`config.mk`:
```
export PLATFORM = sky130hd
export DESIGN_NAME = i2s_receiver
export DESIGN_NICKNAME = d
export VERILOG_FILES = /design/src/rtl/i2s_receiver.sv
export SDC_FILE = /design/constraint.sdc
export NUM_CORES = 1
export LEC_CHECK = 0
export ABC_CLOCK_PERIOD_IN_PS = 3200
export CAP_MARGIN = 20
export CORE_MARGIN = 8
export CORE_UTILIZATION = 44
export CTS_CLUSTER_SIZE = 40
export DETAILED_ROUTE_END_ITERATION = 7
export GPL_TIMING_DRIVEN = 0
export PLACE_DENSITY = 0.64
export SYNTH_ARGS = -nofsm -noshare
export SYNTH_HDL_FRONTEND = slang
export SYNTH_SLANG_ARGS = --single-unit
```
`constraint.sdc`:
```
create_clock -name clk -period 3.2 [get_ports clk]
set_input_delay 0.64 -clock clk [delete_from_list [all_inputs] [get_ports clk]]
set_output_delay 0.64 -clock clk [all_outputs]
set_load 0.05 [all_outputs]
```
`src/rtl/i2s_receiver.sv`:
```
// rtl/i2s_receiver.sv - slave-mode I2S capture into a first-word-fall-through word FIFO
// Oversamples bit clock, word select and data with clk; samples packed as {pad, channel, sample}.
module i2s_receiver #(
  parameter int SAMPLE_WIDTH = 24,
  parameter int FIFO_DEPTH   = 4
) (
  input  logic        clk,
  input  logic        rst,
  input  logic        enable,
  output logic [31:0] memory_data,
  output logic        memory_data_strobe,
  input  logic        memory_ready,
  output logic        overflow,
  output logic        short_frame,
  input  logic        i2s_clock,
  input  logic        i2s_lr,
  input  logic        i2s_data
);

  localparam int AW = (FIFO_DEPTH > 1) ? $clog2(FIFO_DEPTH) : 1;
  localparam int CW = AW + 1;
  localparam int BW = $clog2(SAMPLE_WIDTH + 1);
  localparam logic [BW-1:0] PRE_LAST = BW'(SAMPLE_WIDTH - 1);
  localparam logic [CW-1:0] FULL_CNT = CW'(FIFO_DEPTH);

  typedef enum logic [1:0] {SYNC, SHIFT, HOLD} state_t;

  logic [2:0] bclk_sync;
  logic [1:0] lr_sync;
  logic [1:0] data_sync;
  logic       lr_q;
  logic       bclk_rise;
  logic       lr_s;
  logic       data_s;
  logic       lr_edge;

  always_ff @(posedge clk or negedge rst) begin
    if (!rst) begin
      bclk_sync <= '0;
      lr_sync   <= '0;
      data_sync <= '0;
      lr_q      <= 1'b0;
    end else begin
      bclk_sync <= {bclk_sync[1:0], i2s_clock};
      lr_sync   <= {lr_sync[0], i2s_lr};
      data_sync <= {data_sync[0], i2s_data};
      // lr_q keeps tracking while disabled so re-alignment needs a real edge
      if (bclk_rise) lr_q <= lr_s;
    end
  end

  assign bclk_rise = bclk_sync[1] & ~bclk_sync[2];
  assign lr_s      = lr_sync[1];
  assign data_s    = data_sync[1];
  assign lr_edge   = bclk_rise & (lr_s != lr_q);

  state_t                  state_q, state_d;
  logic [BW-1:0]           count_q, count_d;
  logic [SAMPLE_WIDTH-1:0] shift_q, shift_d;
  logic                    chan_q, chan_d;
  logic                    push_q;
  logic                    sample_done;
  logic                    short_set;

  always_ff @(posedge clk or negedge rst) begin
    if (!rst) begin
      state_q <= SYNC;
      count_q <= '0;
      shift_q <= '0;
      chan_q  <= 1'b0;
      push_q  <= 1'b0;
    end else begin
      state_q <= state_d;
      count_q <= count_d;
      shift_q <= shift_d;
      chan_q  <= chan_d;
      push_q  <= sample_done;
    end
  end

  always_comb begin
    state_d     = state_q;
    count_d     = count_q;
    shift_d     = shift_q;
    chan_d      = chan_q;
    sample_done = 1'b0;
    short_set   = 1'b0;
    if (!enable) begin
      state_d = SYNC;
      count_d = '0;
      shift_d = '0;
    end else if (bclk_rise) begin
      case (state_q)
        SYNC, HOLD: begin
          if (lr_edge) begin
            state_d = SHIFT;
            count_d = '0;
            shift_d = '0;
            chan_d  = lr_s;
          end
        end
        SHIFT: begin
          // the bit on an edge rise belongs to the previous slot and is dropped
          if (lr_edge) begin
            short_set = 1'b1;
            count_d   = '0;
            shift_d   = '0;
            chan_d    = lr_s;
          end else begin
            shift_d = {shift_q[SAMPLE_WIDTH-2:0], data_s};
            count_d = count_q + BW'(1);
            if (count_q == PRE_LAST) begin
              state_d     = HOLD;
              sample_done = 1'b1;
            end
          end
        end
        default: state_d = SYNC;
      endcase
    end
  end

  logic [31:0] push_word;

  always_comb begin
    push_word                   = '0;
    push_word[SAMPLE_WIDTH-1:0] = shift_q;
    push_word[SAMPLE_WIDTH]     = chan_q;
  end

  logic [31:0]   mem [FIFO_DEPTH];
  logic [AW-1:0] wr_ptr, rd_ptr, rd_next;
  logic [CW-1:0] fifo_count, remain;
  logic          pop, full, wr_en, ovf_set;

  assign pop     = memory_data_strobe & memory_ready;
  assign full    = (fifo_count == FULL_CNT);
  assign wr_en   = enable & push_q & (~full | pop);
  assign ovf_set = push_q & full & ~pop;
  // remain excludes this edge's push, so a fresh word shows one clk after it lands
  assign remain  = fifo_count - CW'(pop);
  assign rd_next = rd_ptr + AW'(pop);

  always_ff @(posedge clk) begin
    if (wr_en) mem[wr_ptr] <= push_word;
  end

  always_ff @(posedge clk or negedge rst) begin
    if (!rst) begin
      wr_ptr             <= '0;
      rd_ptr             <= '0;
      fifo_count         <= '0;
      memory_data        <= '0;
      memory_data_strobe <= 1'b0;
      overflow           <= 1'b0;
      short_frame        <= 1'b0;
    end else if (!enable) begin
      wr_ptr             <= '0;
      rd_ptr             <= '0;
      fifo_count         <= '0;
      memory_data        <= '0;
      memory_data_strobe <= 1'b0;
      overflow           <= 1'b0;
      short_frame        <= 1'b0;
    end else begin
      wr_ptr             <= wr_ptr + AW'(wr_en);
      rd_ptr             <= rd_next;
      fifo_count         <= fifo_count + CW'(wr_en) - CW'(pop);
      memory_data_strobe <= (remain != '0);
      memory_data        <= (remain != '0) ? mem[rd_next] : '0;
      if (ovf_set)   overflow    <= 1'b1;
      if (short_set) short_frame <= 1'b1;
    end
  end

endmodule
```
==> key figures, run 1 <==
Status
  • Result of the run: complete, no violations

Timing
  • Upper clock frequency limit: 337 MHz
  • Slew @ Worst Pin: 0.936 ns
  • Total count of hold-check failures in the final report: 0
  • Slew Limit Fails: 0
  • Count of final setup violators: 0
  • Setup total negative slack: 0 ns
  • Tcrit/Tclk final: 92.8%
  • Setup repair after global routing missed its margin: false
  • Tightest slew margin relative to the limit: 37.3%
  • Maximum clock skew at final layout: 0.00784 ns
  • Shortest clock period the worst path allows after layout: 2.97 ns

Hold path
  • Worst min-delay path class: in2async

Routing
  • Remaining antenna violation count: 0
  • Number of DRC markers in iteration 0: 239
  • Routed WL per cell: 18.2 µm
  • Number of search-and-repair iterations in the first detailed-routing pass: 4
  • Via count: 3201
  • Total Wirelength: 11.2 mm
  • Via-to-Cell Ratio: 5.19
  • # DRC: 0

GRT
  • Aggregate global routing overflow: 0
  • Via count of the first global-routing pass: 3386
  • Tot GR Track Use: 13.1%
  • Initial antenna violation count: 0
  • First-pass GRT wire length: 18.3 mm
  • Pin count of the biggest net entering global routing: 62

Yosys
  • Portion of synthesized cell area occupied by the leading cell type: 46.1%
  • Unique cell type count in the Yosys netlist: 38
  • Mapped Cells: 353
  • Mapped Avg Cell Area: 18.5 µm²
  • Cell Area, Synth: 6520 µm²
  • Top-count cell post-synth: sky130_fd_sc_hd__edfxtp_1
  • Top post-synthesis cells by area: sky130_fd_sc_hd__edfxtp_1 (46%), sky130_fd_sc_hd__dfrtp_1 (29%), sky130_fd_sc_hd__mux4_2 (8.6%)
  • Leading register cell type out of synthesis: sky130_fd_sc_hd__edfxtp_1
  • Cell type with the highest aggregate area in the netlist: sky130_fd_sc_hd__edfxtp_1
  • Number of flops mapped to enable cells by yosys: 100
  • Warnings, synthesis: 0
  • Top cells by instance count after synthesis: sky130_fd_sc_hd__edfxtp_1 (100), sky130_fd_sc_hd__dfrtp_1 (76), sky130_fd_sc_hd__nor2b_1 (29)
  • Flip-flop and latch count after synthesis: 176
  • Sequential area share after synthesis: 75.3%
  • Post-synthesis async set-or-reset flop share: 43.2%

Power and ir drop
  • Fraction of power consumed by combinational cells: 15.6%
  • Worst IR drop on VDD: 410 µV
  • Proportion of total power due to net switching: 25.5%
  • Sequential power share: 46.2%
  • Clock Power Share: 38.2%
  • Internal power summed over all cells: 4.06 mW
  • Net switching power figure: 1.39 mW
  • Leakage power: 3.08 nW
  • Power density normalized to cell area: 693 nW/µm²

Clocking
  • Clock input transition at the sequential cells of the worst setup and hold paths: 0.06 ns
  • Post-CTS setup-driven buffer insertion count: 0
  • Clk sinks: 176
  • CTS tree: built
  • Insertion delay to the later sink of the worst-skew pair: 0.42 ns
  • Count of hold buffers inserted by post-cts repair: 0
  • Clk root buf: sky130_fd_sc_hd__clkbuf_16
  • Number of buffers created by CTS: 17
  • Buffer levels on the longest clock path: 2
  • Resize count post-CTS: 0
  • H-tree lvl count: 4

Worst setup path
  • Depth of the worst register-to-register path: 11
  • Max Fanout on Critical Path: 5
  • Arrival time worst endpoint: 3.28 ns
  • Slowest-stage cell, CP: sky130_fd_sc_hd__or4b_1
  • Cell class contributing the biggest share of worst-path delay: simple AND/OR/NAND/NOR gates
  • Crit end category: flip-flop
  • Number of buffers and inverters on the critical path: 3
  • Crit path required time: 3.51 ns
  • Path type of the worst setup path: in2reg
  • Largest incremental delay on the critical path: 0.54 ns
  • Capture point of the worst reg-to-reg path: fifo_count[2]
  • Series of cell instances along the critical path: clkdlybuf4s50_1, and2_1, or4b_1, nand3_1, ha_1, inv_1, ha_1, inv_1, fa_1, xnor2_1, xnor2_1, and2_1
  • Crit Reg-Reg Startpoint: memory_data_strobe
  • Crit start category: input port
  • Flop2flop setup slack: 0.45 ns

Die
  • Number of I/O pins: 42
  • Effective utilization at floorplan: 45.0%
  • Count of standard-cell rows: 44
  • Width of the die: 138 µm
  • Die height: 138 µm
  • Die area: 19000 µm²
  • Core area: 14500 µm²

Placement
  • Final HPWL DP: 7.25 mm
  • Number of buffer cells added on primary ports: 34
  • Global placement routability congestion: 0.773

Cells and area
  • Antenna diode count: 0
  • Number of nets in the layout: 434
  • Area grow syn2layout: 20.7%
  • Layout cell share with drive strength beyond 1: 19.2%
  • Utilization after layout: 54.3%

Job
  • Max-cap violations: 0
## layout by cell type, fill, tap and decap left out, drive strengths merged, types with 3 or more instances in the layout
cell type / instances
clkdlybuf4s50: 33
nand3: 4
dfrtp: 76
inv: 8
mux4: 25
buf: 24
ha: 6
nor2: 5
nand2: 7
o21ai: 7
clkinv: 6
clkbuf: 28
conb: 7
edfxtp: 100
and2: 7
xnor2: 3
xor2: 4
a22o: 26
nor2b: 29
bufinv: 3
## worst max path at each step
stage                     depth (start not counted)          startpoint  slack, ns            end
after floorplan                                   4  memory_data_strobe      -0.32      mem[2][0]
after detailed placement                         12        memory_ready      -0.20  fifo_count[2]
after global placement                            5        memory_ready      -2.41     mem[1][23]
final                                            12        memory_ready       0.23  fifo_count[2]
after CTS                                        12        memory_ready       0.23  fifo_count[2]
after global routing                             12        memory_ready        0.1  fifo_count[2]
## sequential cells by signal, indices dropped and copies added, names as in the netlist
| register | count |
|---|---|
| rd_ptr | 2 |
| data_sync | 2 |
| push_q | 1 |
| chan_q | 1 |
| lr_sync | 2 |
| short_frame | 1 |
| memory_data | 25 |
| mem | 100 |
| wr_ptr | 2 |
| fifo_count | 3 |
| memory_data_strobe | 1 |
| overflow | 1 |
| count_q | 5 |
| lr_q | 1 |
| bclk_sync | 3 |
| state_q | 2 |
| shift_q | 24 |
## cells by family (layout without fill, tap and decap cells)
group	after synthesis	count (layout)	synth area share, %
AO/OA/AOI/OAI	41	41	4.90
XOR/XNOR	7	7	0.941
adder cells (fa/ha/maj)	7	7	1.46
buffers and inverters	29	103	2.50
flip-flops	176	176	75.3
multiplexers	27	27	8.98
other	1	7	0.0575
AND/OR/NAND/NOR	65	65	5.91
## per-layer routing
metal / part of all wire (%) / global-route usage [%] / vias to the layer above
met5: 0 / 0 / -
met4: 0.88 / 5.73 / 0
met3: 5.2 / 3.65 / 7
met2: 53 / 22.2 / 75
met1: 41 / 15.2 / 1657
li1: - / - / 1462
## metrics by stage
| step | hold slack [ns] | instance area [µm²] | power [mW] | std cells | setup WS [ns] |
|---|---|---|---|---|---|
| global route | 0.0847 | 7870 | 5.66 | 617 | 0.0993 |
| finish | 0.0830 | 7870 | 5.45 | 617 | 0.230 |
| CTS | 0.0825 | 7870 | 5.52 | 617 | 0.233 |
| global placement | 0.332 | 7110 | 3.42 | 577 | -2.41 |
| floorplan | 0.331 | 6540 | 3.15 | 359 | -0.317 |
| detailed placement | 0.336 | 7260 | 3.43 | 585 | -0.201 |
## power groups by stage
stage	registers [mW]	clock network (mW)	logic (mW)
final	2.52	2.08	0.848
after global routing	2.53	2.21	0.919
after CTS	2.52	2.13	0.873
after detailed placement	2.57	0	0.870
after global placement	2.56	0	0.856
after floorplan	2.79	0	0.364
## worst reg2reg max path, delay by kind of cell (launching register included)
family	cells	cell delay, ns
flops	1	0.37
fa+ha+maj	3	0.77
xor+xnor	2	0.26
simple gates	4	1.14
buf+inv	2	0.10
## area by class of cell
| cell class | count | area [µm²] |
|---|---|---|
| fillers | 1143 | 6610 |
| flip-flops and latches | 176 | 4900 |
| multi-input cells | 154 | 1490 |
| clock buffers | 22 | 474 |
| repair buffers | 42 | 472 |
| well taps | 184 | 230 |
| clock inverters | 10 | 134 |
| plain buffers | 21 | 133 |
| inverters | 8 | 30.0 |
Note: power is estimated with default switching activity, not from simulation.
==> inputs of run 2 (changes only) <==
CORE_MARGIN = not set   (was 8)
CTS_BUF_LIST = sky130_fd_sc_hd__clkbuf_8   (was not set)
HOLD_SLACK_MARGIN = 0.15   (was not set)
==> key figures, run 2 (synthesized netlist as in run 1, its figures left out) <==
Worst setup path
  • Path type of the worst setup path: in2reg
  • Slowest-stage cell, CP: sky130_fd_sc_hd__or4b_1
  • Largest incremental delay on the critical path: 0.52 ns (-0.02 ns)
  • Arrival time worst endpoint: 3.31 ns (+0.03 ns)
  • Max Fanout on Critical Path: 5 (unchanged)
  • Crit end category: flip-flop
  • Crit start category: input port
  • Flop2flop setup slack: 0.36 ns (-0.09 ns)
  • Series of cell instances along the critical path: clkdlybuf4s50_1, and2_1, or4b_1, nand3_1, ha_1, inv_1, ha_1, inv_1, fa_1, xnor2_1, xnor2_1, and2_1
  • Crit path required time: 3.55 ns (+0.04 ns)

Die
  • Core area: 14500 µm² (unchanged)
  • Width of the die: 124 µm (-10%)
  • Count of standard-cell rows: 44 (unchanged)
  • Number of I/O pins: 42 (unchanged)
  • Die height: 124 µm (-10%)
  • Die area: 15300 µm² (-19%)
  • Effective utilization at floorplan: 45.0% (unchanged)

Routing
  • Total Wirelength: 10.7 mm (-4.9%)
  • Via count: 3179 (-0.69%)
  • # DRC: 0 (unchanged)
  • Remaining antenna violation count: 0 (unchanged)
  • Number of search-and-repair iterations in the first detailed-routing pass: 4 (unchanged)
  • Number of DRC markers in iteration 0: 239 (unchanged)
  • Routed WL per cell: 17.2 µm (-5.2%)
  • Via-to-Cell Ratio: 5.14 (-1.0%)

Cells and area
  • Layout cell share with drive strength beyond 1: 19.3% (+0.14 points)
  • Number of nets in the layout: 436 (+0.46%)
  • Register with the most flip-flops: mem
  • Non-filler instance count after layout: 619 (+0.32%)
  • Antenna diode count: 0 (unchanged)
  • Largest registers ranked by flip-flop count: mem (100), memory_data (25), shift_q (24)
  • Flip-flop count of the largest register, all copies and words added: 100 (unchanged)
  • Area grow syn2layout: 17.2%
  • Most used cells in the layout excluding fill and tap cells: sky130_fd_sc_hd__edfxtp_1 (100), sky130_fd_sc_hd__dfrtp_1 (76), sky130_fd_sc_hd__clkdlybuf4s50_1 (33)
  • Final std cell area, no fill: 7640 µm² (-2.8%)
  • Leading cell type in the layout, fill and taps excluded: sky130_fd_sc_hd__edfxtp_1

Clocking
  • Clk root buf: sky130_fd_sc_hd__clkbuf_8
  • CTS tree: built
  • Clk sinks: 176 (unchanged)
  • Buffer levels on the longest clock path: 2 (unchanged)
  • Insertion delay to the later sink of the worst-skew pair: 0.45 ns (+0.03 ns)
  • Number of buffers created by CTS: 17 (unchanged)
  • H-tree lvl count: 4 (unchanged)
  • Clock input transition at the sequential cells of the worst setup and hold paths: 0.09 ns (+0.03 ns)

Timing
  • Slew Limit Fails: 0 (unchanged)
  • Tightest slew margin relative to the limit: 35.9% (-1.3 points)
  • Total count of hold-check failures in the final report: 0 (unchanged)
  • Tcrit/Tclk final: 92.5% (-0.31 points)
  • Shortest clock period the worst path allows after layout: 2.96 ns (-0.00989 ns)
  • Setup repair after global routing missed its margin: false
  • Final hold slack: 0.356 ns (+0.273 ns)
  • Slew @ Worst Pin: 0.958 ns (+0.0217 ns)
  • Count of final setup violators: 0 (unchanged)
  • Upper clock frequency limit: 338 MHz (+0.33%)
  • Maximum clock skew at final layout: 0.0108 ns (+0.00294 ns)

Power and ir drop
  • Power density normalized to cell area: 631 nW/µm² (-9.0%)
  • Leakage power: 2.99 nW (-3.1%)
  • Worst IR drop on VDD: 268 µV (-35%)

GRT
  • Pin count of the biggest net entering global routing: 65 (+4.8%)
  • Tot GR Track Use: 15.7% (+2.7 points)
  • First-pass GRT wire length: 17.2 mm (-6.0%)
  • Aggregate global routing overflow: 0 (unchanged)
  • Initial antenna violation count: 0 (unchanged)
  • Via count of the first global-routing pass: 3244 (-4.2%)

Placement
  • Global placement routability congestion: 0.711 (-8.0%)
  • Instance area at placement: 7250 µm² (-0.10%)
  • Number of buffer cells added on primary ports: 34 (unchanged)
  • Final HPWL DP: 6.74 mm (-7.0%)
  • Instance count after placement with tap cells included: 586 (+0.17%)

Status
  • Result of the run: complete, no violations

Hold path
  • Worst min-delay path class: reg2reg

Job
  • Max-cap violations: 0 (unchanged)
==> run 2: where the power goes <==
part / switching, mW / total [mW] / leakage [nW] / internal (mW)
clock network: 0.740 / 1.46 / 0.199 / 0.720
registers: 0.0465 / 2.52 / 1.99 / 2.47
logic: 0.540 / 0.841 / 0.795 / 0.301
total: 1.33 / 4.82 / 2.99 / 3.49
==> run 2: area by class of cell <==
class	count	area, µm²
fill	1152	6840
clock buffer	19	262
sequential	176	4900
timing repair buffer	44	473
tap	184	230
buffer	21	133
inverter	8	30.0
clock inverter	13	120
multi-input combinational	154	1490
==> run 2: worst paths after layout <==
check | startpoint | end | cells after the start
max | memory_ready | fifo_count[2] | 12
max reg2reg | memory_data_strobe | fifo_count[2] | 11
max in group asynchronous | rst | lr_sync[1] | 3
min | data_sync[0] | data_sync[1] | 0
min in group asynchronous | rst | memory_data[8] | 2
min reg2reg | data_sync[0] | data_sync[1] | 0
==> run 2: metrics by stage <==
stage	total power [mW]	TNS (ns)	utilization (%)	worst slack, ns
floorplan	3.15	-18.71	-	-0.317
global placement	3.41	-278.33	49.1	-2.48
detailed placement	3.43	-0.268	50.1	-0.257
CTS	4.89	0	52.8	0.245
global route	5.04	0	52.8	0.0909
finish	4.82	0	52.8	0.240
==> run 2: timing repair <==
item                                    in CTS  in global routing
endpoints found under the setup margin       0                  0
buffers inserted                             0                  0
gates resized for setup                      0                  0
hold buffers                                 1                  0
endpoints found under the hold margin       12                  0
==> run 2: worst max-delay path: cells and delay by family <==
family,cells,cell delay (ns)
buf+inv,3,0.49
xor+xnor,2,0.27
fa+ha+maj,3,0.80
simple gates,4,1.11
==> run 2: layer usage <==
layer / up-vias / GRT usage [%] / share of wire (%)
met2: 58 / 25.5 / 52
li1: 1453 / - / -
met4: 0 / 7.83 / 2.0
met5: - / 0 / 0
met1: 1655 / 19.9 / 43
met3: 13 / 3.85 / 3.3
==> inputs of run 3 (changes only) <==
ABC_AREA = 1   (was not set)
CAP_MARGIN = not set   (was 20)
GPL_ROUTABILITY_DRIVEN = 0   (was not set)
PLACE_DENSITY = 0.63   (was 0.64)
==> key figures, run 3 <==
Timing
  • Tcrit/Tclk final: 76.8% (-16 points)
  • Shortest clock period the worst path allows after layout: 2.46 ns (-0.503 ns)
  • Slew @ Worst Pin: 0.943 ns (-0.0145 ns)
  • Setup repair after global routing missed its margin: false
  • Count of final setup violators: 0 (unchanged)
  • Total count of hold-check failures in the final report: 0 (unchanged)
  • Tightest slew margin relative to the limit: 36.8% (+0.84 points)
  • Maximum clock skew at final layout: 0.0109 ns (+0.0000771 ns)
  • Slew Limit Fails: 0 (unchanged)
  • Smallest setup slack after layout: 0.743 ns (+0.503 ns)
  • Setup total negative slack: 0 ns (unchanged)
  • Upper clock frequency limit: 407 MHz (+20%)
  • Final hold slack: 0.358 ns (+0.00174 ns)

Cells and area
  • Leading cell type in the layout, fill and taps excluded: sky130_fd_sc_hd__nand2_1
  • Area grow syn2layout: 17.1%
  • Antenna diode count: 0 (unchanged)
  • Utilization after layout: 53.7% (+0.88 points)
  • Most used cells in the layout excluding fill and tap cells: sky130_fd_sc_hd__nand2_1 (151), sky130_fd_sc_hd__edfxtp_1 (100), sky130_fd_sc_hd__dfrtp_1 (76)
  • Layout cell share with drive strength beyond 1: 14.8% (-4.5 points)
  • Final std cell area, no fill: 8280 µm² (+8.3%)
  • Largest registers ranked by flip-flop count: mem (100), memory_data (25), shift_q (24)
  • Register with the most flip-flops: mem
  • FILL cells: 1347 (+17%)
  • Non-filler instance count after layout: 929 (+50%)
  • Flip-flop count of the largest register, all copies and words added: 100 (unchanged)
  • Number of nets in the layout: 719 (+65%)

Worst setup path
  • Path type of the worst setup path: in2reg
  • Depth of the worst register-to-register path: 5 (-6)
  • Crit end category: flip-flop
  • Capture point of the worst reg-to-reg path: mem[3][9]
  • Crit Reg-Reg Startpoint: fifo_count[1]
  • Arrival time worst endpoint: 2.62 ns (-0.69 ns)
  • Flop2flop setup slack: 0.94 ns (+0.58 ns)
  • Max Fanout on Critical Path: 11 (+6)
  • Crit path required time: 3.36 ns (-0.19 ns)
  • Crit start category: input port

Yosys
  • Top post-synthesis cells by area: sky130_fd_sc_hd__edfxtp_1 (42%), sky130_fd_sc_hd__dfrtp_1 (27%), sky130_fd_sc_hd__nand2_1 (8.0%)
  • Unique cell type count in the Yosys netlist: 28 (-26%)
  • Warnings, synthesis: 0 (unchanged)
  • Post-synthesis async set-or-reset flop share: 43.2% (unchanged)
  • Sequential area share after synthesis: 69.4% (-5.9 points)
  • Portion of synthesized cell area occupied by the leading cell type: 42.5% (-3.6 points)
  • Cell type with the highest aggregate area in the netlist: sky130_fd_sc_hd__edfxtp_1
  • Top cells by instance count after synthesis: sky130_fd_sc_hd__nand2_1 (151), sky130_fd_sc_hd__edfxtp_1 (100), sky130_fd_sc_hd__dfrtp_1 (76)
  • Top-count cell post-synth: sky130_fd_sc_hd__nand2_1
  • Mapped Cells: 634 (+80%)
  • Mapped Avg Cell Area: 11.2 µm² (-40%)
  • Cell Area, Synth: 7070 µm² (+8.5%)
  • Number of flops mapped to enable cells by yosys: 100 (unchanged)
  • Flip-flop and latch count after synthesis: 176 (unchanged)
  • Leading register cell type out of synthesis: sky130_fd_sc_hd__edfxtp_1

Routing
  • Top routing layer in use: met4
  • Remaining antenna violation count: 0 (unchanged)
  • Total length of routed met3 wires: 571 µm (+64%)
  • Via-to-Cell Ratio: 4.91 (-4.5%)
  • Length of routed met2 wiring: 6.87 mm (+24%)
  • Routed WL per cell: 15.0 µm (-13%)
  • Number of search-and-repair iterations in the first detailed-routing pass: 5 (+1)
  • Total Wirelength: 13.9 mm (+31%)
  • Number of DRC markers in iteration 0: 318 (+33%)
  • WL met1: 6.21 mm (+35%)
  • Via count: 4557 (+43%)
  • # DRC: 0 (unchanged)

Die
  • Die height: 129 µm (+4.1%)
  • Number of I/O pins: 42 (unchanged)
  • Die area: 16600 µm² (+8.3%)
  • Count of standard-cell rows: 45 (+2.3%)
  • Core area: 15400 µm² (+6.6%)
  • Width of the die: 129 µm (+4.1%)
  • Effective utilization at floorplan: 45.8% (+0.81 points)

Clocking
  • Post-CTS setup-driven buffer insertion count: 0 (unchanged)
  • Resize count post-CTS: 0 (unchanged)
  • Clk root buf: sky130_fd_sc_hd__clkbuf_8
  • Clk sinks: 176 (unchanged)
  • Buffer levels on the longest clock path: 2 (unchanged)
  • H-tree lvl count: 4 (unchanged)
  • CTS tree: built
  • Clock input transition at the sequential cells of the worst setup and hold paths: 0.08 ns (about the same)
  • Insertion delay to the later sink of the worst-skew pair: 0.46 ns (about the same)
  • Count of hold buffers inserted by post-cts repair: 1 (unchanged)
  • Number of buffers created by CTS: 17 (unchanged)

Placement
  • Instance area at placement: 7860 µm² (+8.4%)
  • Final HPWL DP: 9.20 mm (+37%)
  • Setup slack after placement: 0.256 ns (+0.513 ns)
  • Number of buffer cells added on primary ports: 33 (-2.9%)
  • Instance count after placement with tap cells included: 896 (+53%)

Hold path
  • Hold Crit Depth: 0 (unchanged)
  • Worst min-delay path class: reg2reg
  • Hold worst-path end: lr_sync[1]
  • Hold Path Origin: lr_sync[0]

Power and ir drop
  • Worst IR drop on VDD: 360 µV (+34%)
  • Power density normalized to cell area: 612 nW/µm² (-2.9%)
  • Post-layout total power: 5.07 mW (+5.2%)
  • Leakage power: 3.47 nW (+16%)

GRT
  • First-pass GRT wire length: 23.1 mm (+34%)
  • Aggregate global routing overflow: 0 (unchanged)
  • Pin count of the biggest net entering global routing: 63 (-3.1%)
  • Tot GR Track Use: 18.9% (+3.2 points)
  • Initial antenna violation count: 0 (unchanged)
  • Via count of the first global-routing pass: 4510 (+39%)

Job
  • Max-cap violations: 0 (unchanged)

Status
  • Result of the run: complete, no violations
==> run 3: cell count changes after synthesis, sizes merged, moves of 29 or more <==
cell	previous run	this run
o21ai	7	84
nand3	4	35
nor2b	29	0
inv	8	78
nand2	7	162
==> run 3: worst max-delay path by stage <==
stage / from / endpoint / slack (ns) / cells after the start
finish: memory_ready / mem[3][9] / 0.74 / 6
global route: memory_ready / fifo_count[2] / 0.64 / 11
CTS: memory_ready / mem[3][9] / 0.75 / 6
detailed placement: memory_ready / mem[3][11] / 0.26 / 6
global placement: memory_ready / mem[0][12] / -2.14 / 5
floorplan: enable / mem[0][0] / -0.11 / 4
==> run 3: area by class of cell <==
class,count,area [µm²],area share (%)
flip-flops and latches,176,4900,59.3
multi-input cells,348,1690,20.5
repair buffers,46,489,5.91
inverters,78,293,3.54
well taps,211,264,3.19
clock buffers,18,248,2.99
plain buffers,38,221,2.68
clock inverters,14,165,2.00
==> run 3: cells by family (layout without fill, tap and decap cells) <==
group,count (synthesis),count (layout),synth area share [%]
AOI/OAI and AO/OA,112,112,8.46
xor gates and xnor gates,2,2,0.354
adders and majority gates,7,7,1.35
buffers and inverters,116,194,7.27
DFF,176,176,69.4
other,1,7,0.0530
and+or+nand+nor,220,220,13.1
==> run 3: per-layer routing <==
metal / vias to the layer above / track usage, %
li1: 2225 / -
met1: 2205 / 23.6
met2: 105 / 31.8
met3: 22 / 4.82
met4: 0 / 7.34
met5: - / 0
==> run 3: power by group <==
group          internal, mW  switching, mW  total, mW
combinational         0.279          0.731       1.01
sequential             2.46         0.0366       2.49
clock                 0.789          0.779       1.57
total                  3.52           1.55       5.07
==> run 3: worst max-delay path, stage by stage <==
cell	delay, ns
sky130_fd_sc_hd__clkdlybuf4s50_1	0.46
sky130_fd_sc_hd__nand2_1	0.07
sky130_fd_sc_hd__nand4_1	0.12
sky130_fd_sc_hd__nand3_1	0.26
sky130_fd_sc_hd__nor3_2	0.79
sky130_fd_sc_hd__buf_6	0.27
